### src/rtl/hazard_ctrl.sv
// hazard_ctrl: pipeline stall/flush controller for the 5-stage MIPS core.
// Decides load/hold/bubble for PC, IF/ID, ID/EX and EX/MEM each cycle, sequences
// the multi-cycle mul/div unit and keeps a saturating stall-cycle counter.
module hazard_ctrl #(
   parameter int MUL_LAT = 4,
   parameter int DIV_LAT = 32
) (
   input  logic        clk,
   input  logic        rst_n,
   input  logic [4:0]  rf_raddr0_ID,
   input  logic [4:0]  rf_raddr1_ID,
   input  logic        rs_used_ID,
   input  logic        rt_used_ID,
   input  logic        muldiv_req_ID,
   input  logic        hilo_use_ID,
   input  logic        rf_wen_EX,
   input  logic [4:0]  rf_waddr_EX,
   input  logic        mem_ren_EX,
   input  logic        muldiv_req_EX,
   input  logic        muldiv_div_EX,
   input  logic        branch_taken_EX,
   input  logic        mem_stall_MEM,
   input  logic        perf_clr,
   output logic        pc_wen,
   output logic        ifid_wen,
   output logic        ifid_flush,
   output logic        idex_wen,
   output logic        idex_flush,
   output logic        exmem_wen,
   output logic        muldiv_start,
   output logic        muldiv_is_div,
   output logic        muldiv_busy,
   output logic        muldiv_done,
   output logic [31:0] stall_cycles
);

   typedef enum logic {IDLE, BUSY} state_t;

   // Counter load values: the counter runs LAT-1 down to 0, one BUSY cycle per value.
   localparam logic [5:0] MUL_LOAD = 6'(MUL_LAT - 1);
   localparam logic [5:0] DIV_LOAD = 6'(DIV_LAT - 1);

   state_t      state_reg;
   logic [5:0]  cnt_reg;
   logic        busy_reg;
   logic        done_reg;
   logic [31:0] stall_reg;

   logic        load_use;
   logic        hilo_wait;
   logic        unfrozen;
   logic [5:0]  load_val;

   // Only the data-memory freeze holds EX/MEM, so this term has no dependence on
   // the mul/div start and the start/hilo_wait/wen chain stays loop-free.
   assign unfrozen      = ~mem_stall_MEM;
   assign muldiv_start  = muldiv_req_EX & unfrozen & (state_reg == IDLE);
   assign muldiv_is_div = muldiv_div_EX;
   assign load_val      = muldiv_div_EX ? DIV_LOAD : MUL_LOAD;

   assign load_use = mem_ren_EX & rf_wen_EX & (rf_waddr_EX != 5'd0) &
                     ((rs_used_ID & (rf_raddr0_ID == rf_waddr_EX)) |
                      (rt_used_ID & (rf_raddr1_ID == rf_waddr_EX)));

   // HI/LO consumers wait until the done cycle, when the result is written at its closing edge.
   assign hilo_wait = (hilo_use_ID | muldiv_req_ID) &
                      (muldiv_start | ((state_reg == BUSY) & (cnt_reg != 6'd0)));

   // Prioritised pipeline enables: freeze > taken-branch squash > ID stall > run.
   always_comb begin
      pc_wen     = 1'b1;
      ifid_wen   = 1'b1;
      idex_wen   = 1'b1;
      exmem_wen  = 1'b1;
      ifid_flush = 1'b0;
      idex_flush = 1'b0;
      if (mem_stall_MEM) begin
         pc_wen    = 1'b0;
         ifid_wen  = 1'b0;
         idex_wen  = 1'b0;
         exmem_wen = 1'b0;
      end else if (branch_taken_EX) begin
         ifid_flush = 1'b1;
         idex_flush = 1'b1;
      end else if (load_use | hilo_wait) begin
         pc_wen     = 1'b0;
         ifid_wen   = 1'b0;
         idex_flush = 1'b1;
      end
   end

   // Mul/div sequencer with registered busy/done flags; reset aborts any operation.
   always_ff @(posedge clk) begin
      if (!rst_n) begin
         state_reg <= IDLE;
         cnt_reg   <= 6'd0;
         busy_reg  <= 1'b0;
         done_reg  <= 1'b0;
      end else begin
         case (state_reg)
            IDLE: begin
               if (muldiv_start) begin
                  state_reg <= BUSY;
                  cnt_reg   <= load_val;
                  busy_reg  <= 1'b1;
                  done_reg  <= (load_val == 6'd0);
               end
            end
            BUSY: begin
               if (cnt_reg == 6'd0) begin
                  state_reg <= IDLE;
                  busy_reg  <= 1'b0;
                  done_reg  <= 1'b0;
               end else begin
                  cnt_reg  <= cnt_reg - 6'd1;
                  done_reg <= (cnt_reg == 6'd1);
               end
            end
            default: begin
               state_reg <= IDLE;
               busy_reg  <= 1'b0;
               done_reg  <= 1'b0;
            end
         endcase
      end
   end

   assign muldiv_busy = busy_reg;
   assign muldiv_done = done_reg;

   // Saturating count of cycles in which the PC did not advance; clear wins.
   always_ff @(posedge clk) begin
      if (!rst_n) begin
         stall_reg <= 32'd0;
      end else if (perf_clr) begin
         stall_reg <= 32'd0;
      end else if (!pc_wen && (stall_reg != 32'hFFFF_FFFF)) begin
         stall_reg <= stall_reg + 32'd1;
      end
   end

   assign stall_cycles = stall_reg;

endmodule
### config.mk
export PLATFORM = sky130hd
export DESIGN_NAME = hazard_ctrl
export DESIGN_NICKNAME = d
export VERILOG_FILES = /design/src/rtl/hazard_ctrl.sv
export SDC_FILE = /design/constraint.sdc
export NUM_CORES = 1
export LEC_CHECK = 0
export BUFFER_PORTS_ARGS = -buffer_cell sky130_fd_sc_hd__buf_2
export CAP_MARGIN = 0
export CORE_UTILIZATION = 41
export DETAILED_ROUTE_END_ITERATION = 10
export PLACE_DENSITY = 0.66
export SYNTH_ARGS = -nofsm -noshare
export SYNTH_HDL_FRONTEND = slang
export SYNTH_SLANG_ARGS = --single-unit
### constraint.sdc
create_clock -name clk -period 6.7 [get_ports clk]
set_input_delay 0 -clock clk [delete_from_list [all_inputs] [get_ports clk]]
set_output_delay 0 -clock clk [all_outputs]
set_load 0.01 [all_outputs]
==> results of run 1 <==
[synth_stat cells (all sizes together)]
master and number:
dfxtp 41, o41ai 2, a21oi 31, nor3 6, or2 1, nand4 13, o22ai 3, o31ai 20
nand2 19, ha 4, xnor2 11, and2 5, o31a 1, o311ai 1, o211ai 3, clkbuf 5
and3 3, and4 4, o311a 1, nand4b 1, a211oi 1, nor2 15, inv 7, nor2b 1
nor3b 1, nand2b 4, o21ai 15, nor4 4, or3 14, nor4b 1, buf 12, clkinv 1
a22oi 2, nand3b 2, a221oi 1, or4 20, o21a 1, a31oi 1, or3b 2, nand3 15
[through the flow]
step / hold slack [ns] / utilization / area, um2
CTS: 0.08146 / 0.5152 / 2889
floorplan: 0.04409 / - / 2424
detailed placement: 0.2124 / 0.4944 / 2773
finish: 0.08896 / 0.5152 / 2889
global placement: 0.2095 / 0.4944 / 2773
global route: 0.1087 / 0.5152 / 2889
[per-layer routing]
layer | routed length [um] | GRT usage | vias up
met2 | 2822 | 0.3200 | 54
met3 | 245 | 0.03908 | 2
li1 | - | - | 1250
met5 | 0 | 0 | -
met4 | 14 | 0.04364 | 0
met1 | 2929 | 0.2816 | 1151
[worst min-delay path: stages]
cell    delay, ns
buf_2        0.09
nor2_1       0.12
o21a_1       0.13
[power by group through the flow]
stage | Sequential (uW) | Clock [uW] | Combinational [uW]
4_1_cts | 255 | 211 | 73.7
2_1_floorplan | 259 | 0 | 52.5
3_5_place_dp | 260 | 0 | 73.6
3_3_place_gp | 260 | 0 | 72.1
5_1_grt | 256 | 221 | 82.5
6_report | 255 | 209 | 73.4
[cell type report]
| type | count | share of cell area |
|---|---|---|
| well taps | 72 | 0.03118 |
| inverters | 8 | 0.01039 |
| clock buffers | 7 | 0.02988 |
| repair buffers | 72 | 0.1273 |
| clock inverters | 1 | 0.01039 |
| flip-flops and latches | 41 | 0.2841 |
| multi-input cells | 229 | 0.5067 |
[cell usage in the layout (no fill, tap or decap), types with 6 or more instances in the layout]
cell type	count
buf_2	69
dfxtp_1	41
a21oi_1	30
o31ai_1	20
nand2_1	19
or4_1	19
nor2_1	15
nand3_1	15
or3_1	14
o21ai_0	13
nand4_1	12
xnor2_1	11
inv_1	7
nor3_1	6
clkbuf_8	6
[final timing paths]
path                         start               end
hold / removal            perf_clr  stall_cycles[30]
hold reg to reg   stall_cycles[31]  stall_cycles[31]
setup / recovery        cnt_reg[0]          ifid_wen
setup reg to reg        cnt_reg[0]  stall_cycles[24]
[logic make-up after synthesis]
group,Yosys count,share of synthesized area
AO/OA/AOI/OAI,83,0.2137
flip-flops,41,0.3387
buffers and inverters,25,0.06195
adder cells (fa/ha/maj),4,0.02065
XOR/XNOR,11,0.03975
AND/OR/NAND/NOR,131,0.3252
==> qor.csv, run 1 <==
metric,value,unit
status,completed,
avgSynthCellArea,8.216,um2
worst-path-buf-inv,3,
clock_latency,0.29,ns
synthDistinctLibCells,47,
first_iter_violations,262,
fillers,558,
dp_hpwl,4275,um
critPathArrivalTime,2.63,ns
rsz0062_at_grt,no,
timing_hold_violations_final,0,
hp-class,in2reg,
tightest_slew,0.8328,ns
clk_pin_slew,0.08,ns
synth_area,2424,um2
cts_root_buf,clkbuf_8,
synth_top_area_share,0.3387,
io_pins,70,
n_antenna_cell,0,
vdd_ir_drop_max,0.1493,mV
grt_max_degree,67,
power,536.8,uW
clkPwrFrac,0.389,
path_max_fanout,66,
setup_slack,4.072,ns
multi_input_area,1464,um2
min_period,2.628,ns
cp.depth,8,
worstSetupStartpointType,register,
critPathTopFamily,buffers and inverters,
path_class,reg2out,
pre_cts_ws,4.164,ns
setup_viol,0,
dieArea,6223,um2
p_per_area,185.8,nW/um2
finalSetupTns,0,ns
syn_inst,295,
ctsHoldBuffers,0,
ant_nets,0,
syn_to_final_growth,19.20,%
io_buffer_count,69,
max_stage_delay,0.50,ns
placed_cells,422,
cts_buffer_depth,2,
worstHoldPathCells,3,
p_int,401.2,uW
cp.required,6.70,ns
ys.warnings.count,0,
grt_pass1_vias,2153,
switching_power,135.7,uW
final_cell_count_no_fill,430,
rrSetupSlack,4.14,ns
cp_cell_sequence,inv_1 > ha_1 > or3b_2 > o22ai_2 > o31ai_1 > a21oi_4 > buf_4 > buf_2,
p_sw_frac,0.2527,
avgViaCountPerCell,5.714,
max_freq,380.5,MHz
cts_sinks,41,
seq_area_frac_synth,0.3387,
drive_gt1_frac,0.2458,
grtUsageTotal,0.2014,
reg2regPathDepth,9,
vias,2457,
ff_latch_area,820.8,um2
cts_tree,done,
wl_per_cell,13.98,um
finalNetCount,389,
wirelength,6011,um
place.gp.congestion,0.8725,
antenna_found_initial,0,
maxSlewHeadroom,0.4396,
drc,0,
fp.dieW,78.89,um
initial_core_util,0.4322,
largest_register_ffs,32,
synthesis.nets,327,
grt_pass1_wl,10200,um
rows,27,
dr.pass1.iters,5,
max-cap-violations,0,
post_cts_resized,0,
synthTopCellsByArea,"dfxtp_1 (34%), a21oi_1 (6.4%), o31ai_1 (6.2%), or4_1 (5.9%), xnor2_1 (4.0%)",
cts_max_level,2,
ys_seq_elements,41,
grt_overflow,0,
dieHeight,78.89,um
p_seq_frac,0.475,
cts_buffers,5,
core_area,5608,um2
slew_viol_final,0,
post_cts_buffers,0,
yosysTopAreaCell,dfxtp_1,
p_leak,0.001079,uW
finalCritPeriodShare,0.3922,
end_kind,output pin,
comb_power_share,0.137,
cpMaxStageDelayCell,or3b_2,
fin_skew,0.009402,ns
Power figures use the tool's default switching activity.
==> run 2: changes to the inputs <==
clock period = 2.7 ns   (was 6.7 ns; I/O delays follow)
==> run 2 against run 1 <==
Compared with the run above: combinational power rose to 2.5 times the previous value; total power grew 150%; final cell count is 0.93% higher; core utilization up 0.76 points; first-iteration DRC count is 49% lower; register-to-register slack lost 3.9 ns; sequential share of layout area decreased by 0.41 points; critical path type is now reg2reg.
==> qor.csv, run 2 (synthesis gave the netlist of run 1 again) <==
metric,value,unit
cts_max_level,2,
vdd_ir_drop_max,0.3341,mV
finalSetupTns,0,ns
avgViaCountPerCell,5.682,
max_stage_delay,0.51,ns
setup_slack,0.2505,ns
dp_hpwl,4393,um
critPathArrivalTime,2.68,ns
setup_viol,0,
grt_overflow,0,
cts_root_buf,clkbuf_8,
drc,0,
tightest_slew,0.4896,ns
n_antenna_cell,0,
place.gp.congestion,0.8520,
status,completed,
min-delay-start,perf_clr,
rows,27,
initial_core_util,0.4322,
fp.dieW,78.89,um
ant_nets,0,
cts_tree,done,
comb_power_share,0.138,
ctsHoldBuffers,0,
first_iter_violations,134,
cp.required,2.93,ns
p_sw_frac,0.2527,
hp-class,in2reg,
core_area,5608,um2
finalCritPeriodShare,0.9072,
grtUsageTotal,0.2009,
cpMaxStageDelayCell,or4_1,
p_seq_frac,0.473,
utilization,0.5228,
wl_per_cell,13.71,um
grt_max_degree,67,
max-cap-violations,0,
maxSlewHeadroom,0.6722,
finalNetCount,393,
dr.pass1.iters,4,
rr_startpoint,cnt_reg[0],
wirelength,5952,um
drive_gt1_frac,0.2541,
rsz0062_at_grt,no,
grt_pass1_wl,9949,um
p_per_area,455.7,nW/um2
worstSetupStartpointType,register,
post_cts_buffers,0,
antenna_found_initial,0,
slew_viol_final,0,
holdWs,0.07410,ns
grt_pass1_vias,2182,
io_pins,70,
path_max_fanout,66,
clk_pin_slew,0.08,ns
path_class,reg2reg,
pre_cts_ws,0.2803,ns
min_period,2.450,ns
cts_buffers,5,
cts_sinks,41,
end_kind,register,
fin_skew,0.005983,ns
vias,2466,
timing_hold_violations_final,0,
clock_latency,0.30,ns
cp_cell_sequence,inv_1 > ha_1 > or3b_2 > o22ai_2 > o31ai_1 > a21oi_4 > buf_12 > or4_1 > a21oi_1,
clkPwrFrac,0.389,
crit_start,cnt_reg[0],
cts_buffer_depth,2,
switching_power,337.5,uW
largest_register_ffs,32,
p_leak,0.001105,uW
syn_to_final_growth,20.96,%
final_common_cell,buf_2,
io_buffer_count,69,
dieArea,6223,um2
final_cell_mix,"buf_2 (69), dfxtp_1 (41), a21oi_1 (30), o31ai_1 (20)",
max_freq,408.2,MHz
dieHeight,78.89,um
post_cts_resized,0,
p_int,998.3,uW
==> run 2: cell count changes in the layout (fill, tap and decap cells not counted) <==
cell | previous run | this run
buf_12 | 0 | 1
buf_4 | 3 | 6
==> run 2: area by class of cell <==
| class | count | area (um2) |
|---|---|---|
| clock buffers | 7 | 86.33 |
| clock inverters | 1 | 30.03 |
| fillers | 578 | 2676 |
| inverters | 8 | 30.03 |
| multi-input cells | 229 | 1464 |
| flip-flops and latches | 41 | 820.8 |
| well taps | 72 | 90.09 |
| repair buffers | 76 | 410.4 |
==> run 2: critical path: cells and delay by family, from the launching register on <==
kind,cells,cell delay [ns]
compound gates,4,0.72
fa+ha+maj,1,0.20
buf+inv,2,0.29
flops,1,0.41
simple gates,2,0.74
==> run 2: power by group through the flow <==
stage / clock network [uW] / logic (uW) / registers [uW]
after CTS: 530 / 185 / 631
after global routing: 555 / 207 / 634
after detailed placement: 0 / 185 / 645
after global placement: 0 / 182 / 645
final: 520 / 185 / 632
after floorplan: 0 / 130 / 644
==> run 2: final timing paths <==
kind,endpoint,slack [ns],cells past startpoint
max,stall_cycles[29],0.25,9
max reg2reg,stall_cycles[29],0.25,9
min reg2reg,stall_cycles[23],0.49,2
min,stall_cycles[30],0.07,3
==> run 2: per-stage QoR <==
step           area [um2]  power [uW]  instances
2_1_floorplan        2424       774.0        295
3_3_place_gp         2815       827.5        426
3_5_place_dp         2815       829.9        426
4_1_cts              2932        1347        434
5_1_grt              2932        1396        434
6_report             2932        1336        434
==> run 2: per-layer routing <==
layer | wire length [um] | track usage | up-vias
met5 | 0 | 0 | -
met4 | 55 | 0.04909 | 0
met3 | 257 | 0.05287 | 5
met2 | 2751 | 0.3374 | 46
met1 | 2888 | 0.2556 | 1149
li1 | - | - | 1266
==> run 3: changes to the inputs <==
SETUP_SLACK_MARGIN = 0.5   (was default)
==> run 3 against run 2 <==
Compared with the run above: critical endpoint is now stall_cycles[30]; sequential share of layout area is 2.9 points lower; worst setup slack better by 0.25 ns; die area stayed put; wire length is 17% higher; non-clock buffer count is 19 higher; sequential cell count stayed put; final cell count is 4.4% higher; first-iteration DRC count is 66% higher; clock skew is 0.0029 ns higher; register-to-register slack better by 0.25 ns; global-route usage is 1.5 points higher.
==> qor.csv, run 3 (synthesis gave the netlist of run 1 again) <==
metric,value,unit
dieArea,6223,um2
rsz0062_at_grt,yes,
fillers,520,
rr_startpoint,cnt_reg[1],
io_pins,70,
cts_max_level,2,
cp.required,2.90,ns
cts_sinks,41,
max_freq,453.8,MHz
finalSetupTns,0,ns
min-delay-start,rst_n,
critPathTopFamily,compound AO/OA/AOI/OAI gates,
final_common_cell,buf_2,
critPathArrivalTime,2.41,ns
min_period,2.204,ns
vdd_ir_drop_max,0.3717,mV
dr.pass1.iters,4,
worst-path-buf-inv,3,
cpMaxStageDelayCell,a21oi_4,
rows,27,
timing_hold_violations_final,0,
clock_latency,0.30,ns
hp-class,in2reg,
fp.dieW,78.89,um
utilization,0.5973,
syn_to_final_growth,38.20,%
vias,2633,
cts_buffer_depth,2,
cp_cell_sequence,inv_4 > ha_4 > or3b_4 > o22ai_4 > o31ai_4 > a21oi_4 > buf_12 > buf_6 > nor4_2 > o21a_1,
core_area,5608,um2
wl_per_cell,15.43,um
cts_root_buf,clkbuf_8,
grt_pass1_vias,2307,
p_leak,0.001266,uW
clk_pin_slew,0.08,ns
max_stage_delay,0.43,ns
maxSlewHeadroom,0.6485,
largest_register_ffs,32,
dieHeight,78.89,um
cts_tree,done,
placed_cells,426,
setup_viol,0,
final_cell_count_no_fill,453,
grt_overflow,0,
grtUsageTotal,0.2163,
path_class,reg2reg,
max-cap-violations,0,
grt_pass1_wl,10670,um
drc,0,
grt_max_degree,34,
ant_nets,0,
fin_skew,0.008933,ns
finalCritPeriodShare,0.8162,
first_iter_violations,222,
end_kind,register,
io_buffer_count,69,
antenna_found_initial,0,
worstSetupStartpointType,register,
final_cell_mix,"buf_2 (67), dfxtp_1 (28), a21oi_1 (25), nand2_1 (19)",
avgViaCountPerCell,5.812,
n_antenna_cell,0,
tightest_slew,0.5261,ns
status,completed,
path_max_fanout,8,
drive_gt1_frac,0.3885,
crit_start,cnt_reg[1],
dp_hpwl,4393,um
wirelength,6989,um
finalNetCount,412,
cts_buffers,5,
initial_core_util,0.4322,
slew_viol_final,0,
p_per_area,427.3,nW/um2
place.gp.congestion,0.8520,
[run 3: worst register-to-register path, stage by stage, from the launching register on]
cell     delay, ns
dfxtp_2       0.34
inv_4         0.07
ha_4          0.12
or3b_4        0.39
o22ai_4       0.15
o31ai_4       0.08
a21oi_4       0.43
buf_12        0.20
buf_6         0.11
nor4_2        0.04
o21a_1        0.16
[run 3: path summary, 6_finish.rpt]
kind         cells past startpoint  slack [ns]          endpoint
max                             10        0.50  stall_cycles[30]
min                              3        0.07        cnt_reg[0]
max reg2reg                     10        0.50  stall_cycles[30]
min reg2reg                      2        0.49  stall_cycles[23]
[run 3: what timing repair did]
| action | 4_1_cts | 5_1_grt |
|---|---|---|
| resized for setup | 21 | 38 |
| gates cloned | 3 | 4 |
| pin swaps | 3 | 16 |
| setup endpoints to repair | 33 | 35 |
| setup buffers | 6 | 6 |
| hold buffers | 0 | 0 |
[run 3: where the power goes]
part | internal [uW] | switching, uW | leakage, uW
Clock | 302 | 226 | 0.0000585
Combinational | 133 | 137 | 0.000869
Sequential | 618 | 15.5 | 0.000338
Total | 1050 | 379 | 0.00127
[run 3: final cells by class]
cell class | count | area (um2) | share of cell area
clock inverters | 1 | 30.03 | 0.008965
well taps | 72 | 90.09 | 0.02690
inverters | 8 | 32.53 | 0.009712
multi-input cells | 229 | 1608 | 0.4800
flip-flops and latches | 41 | 842.1 | 0.2514
clock buffers | 7 | 86.33 | 0.02578
repair buffers | 95 | 660.6 | 0.1972
[run 3: per-layer routing]
metal / global-route usage / vias to the layer above / routed length, um
met5: 0 / - / 0
met4: 0.04909 / 0 / 78
met3: 0.05287 / 13 / 333
met2: 0.3730 / 64 / 3293
met1: 0.2710 / 1249 / 3284
li1: - / 1307 / -
[run 3: metrics by stage]
| stage | power (uW) | cell area, um2 | hold WS [ns] | setup WS, ns |
|---|---|---|---|---|
| 2_1_floorplan | 774.0 | 2424 | 0.04409 | 0.5031 |
| 3_3_place_gp | 827.5 | 2815 | 0.2073 | 0.3046 |
| 3_5_place_dp | 829.9 | 2815 | 0.2054 | 0.2803 |
| 4_1_cts | 1403 | 3117 | 0.06786 | 0.4581 |
| 5_1_grt | 1485 | 3349 | 0.08228 | 0.4263 |
| 6_report | 1431 | 3349 | 0.06610 | 0.4964 |
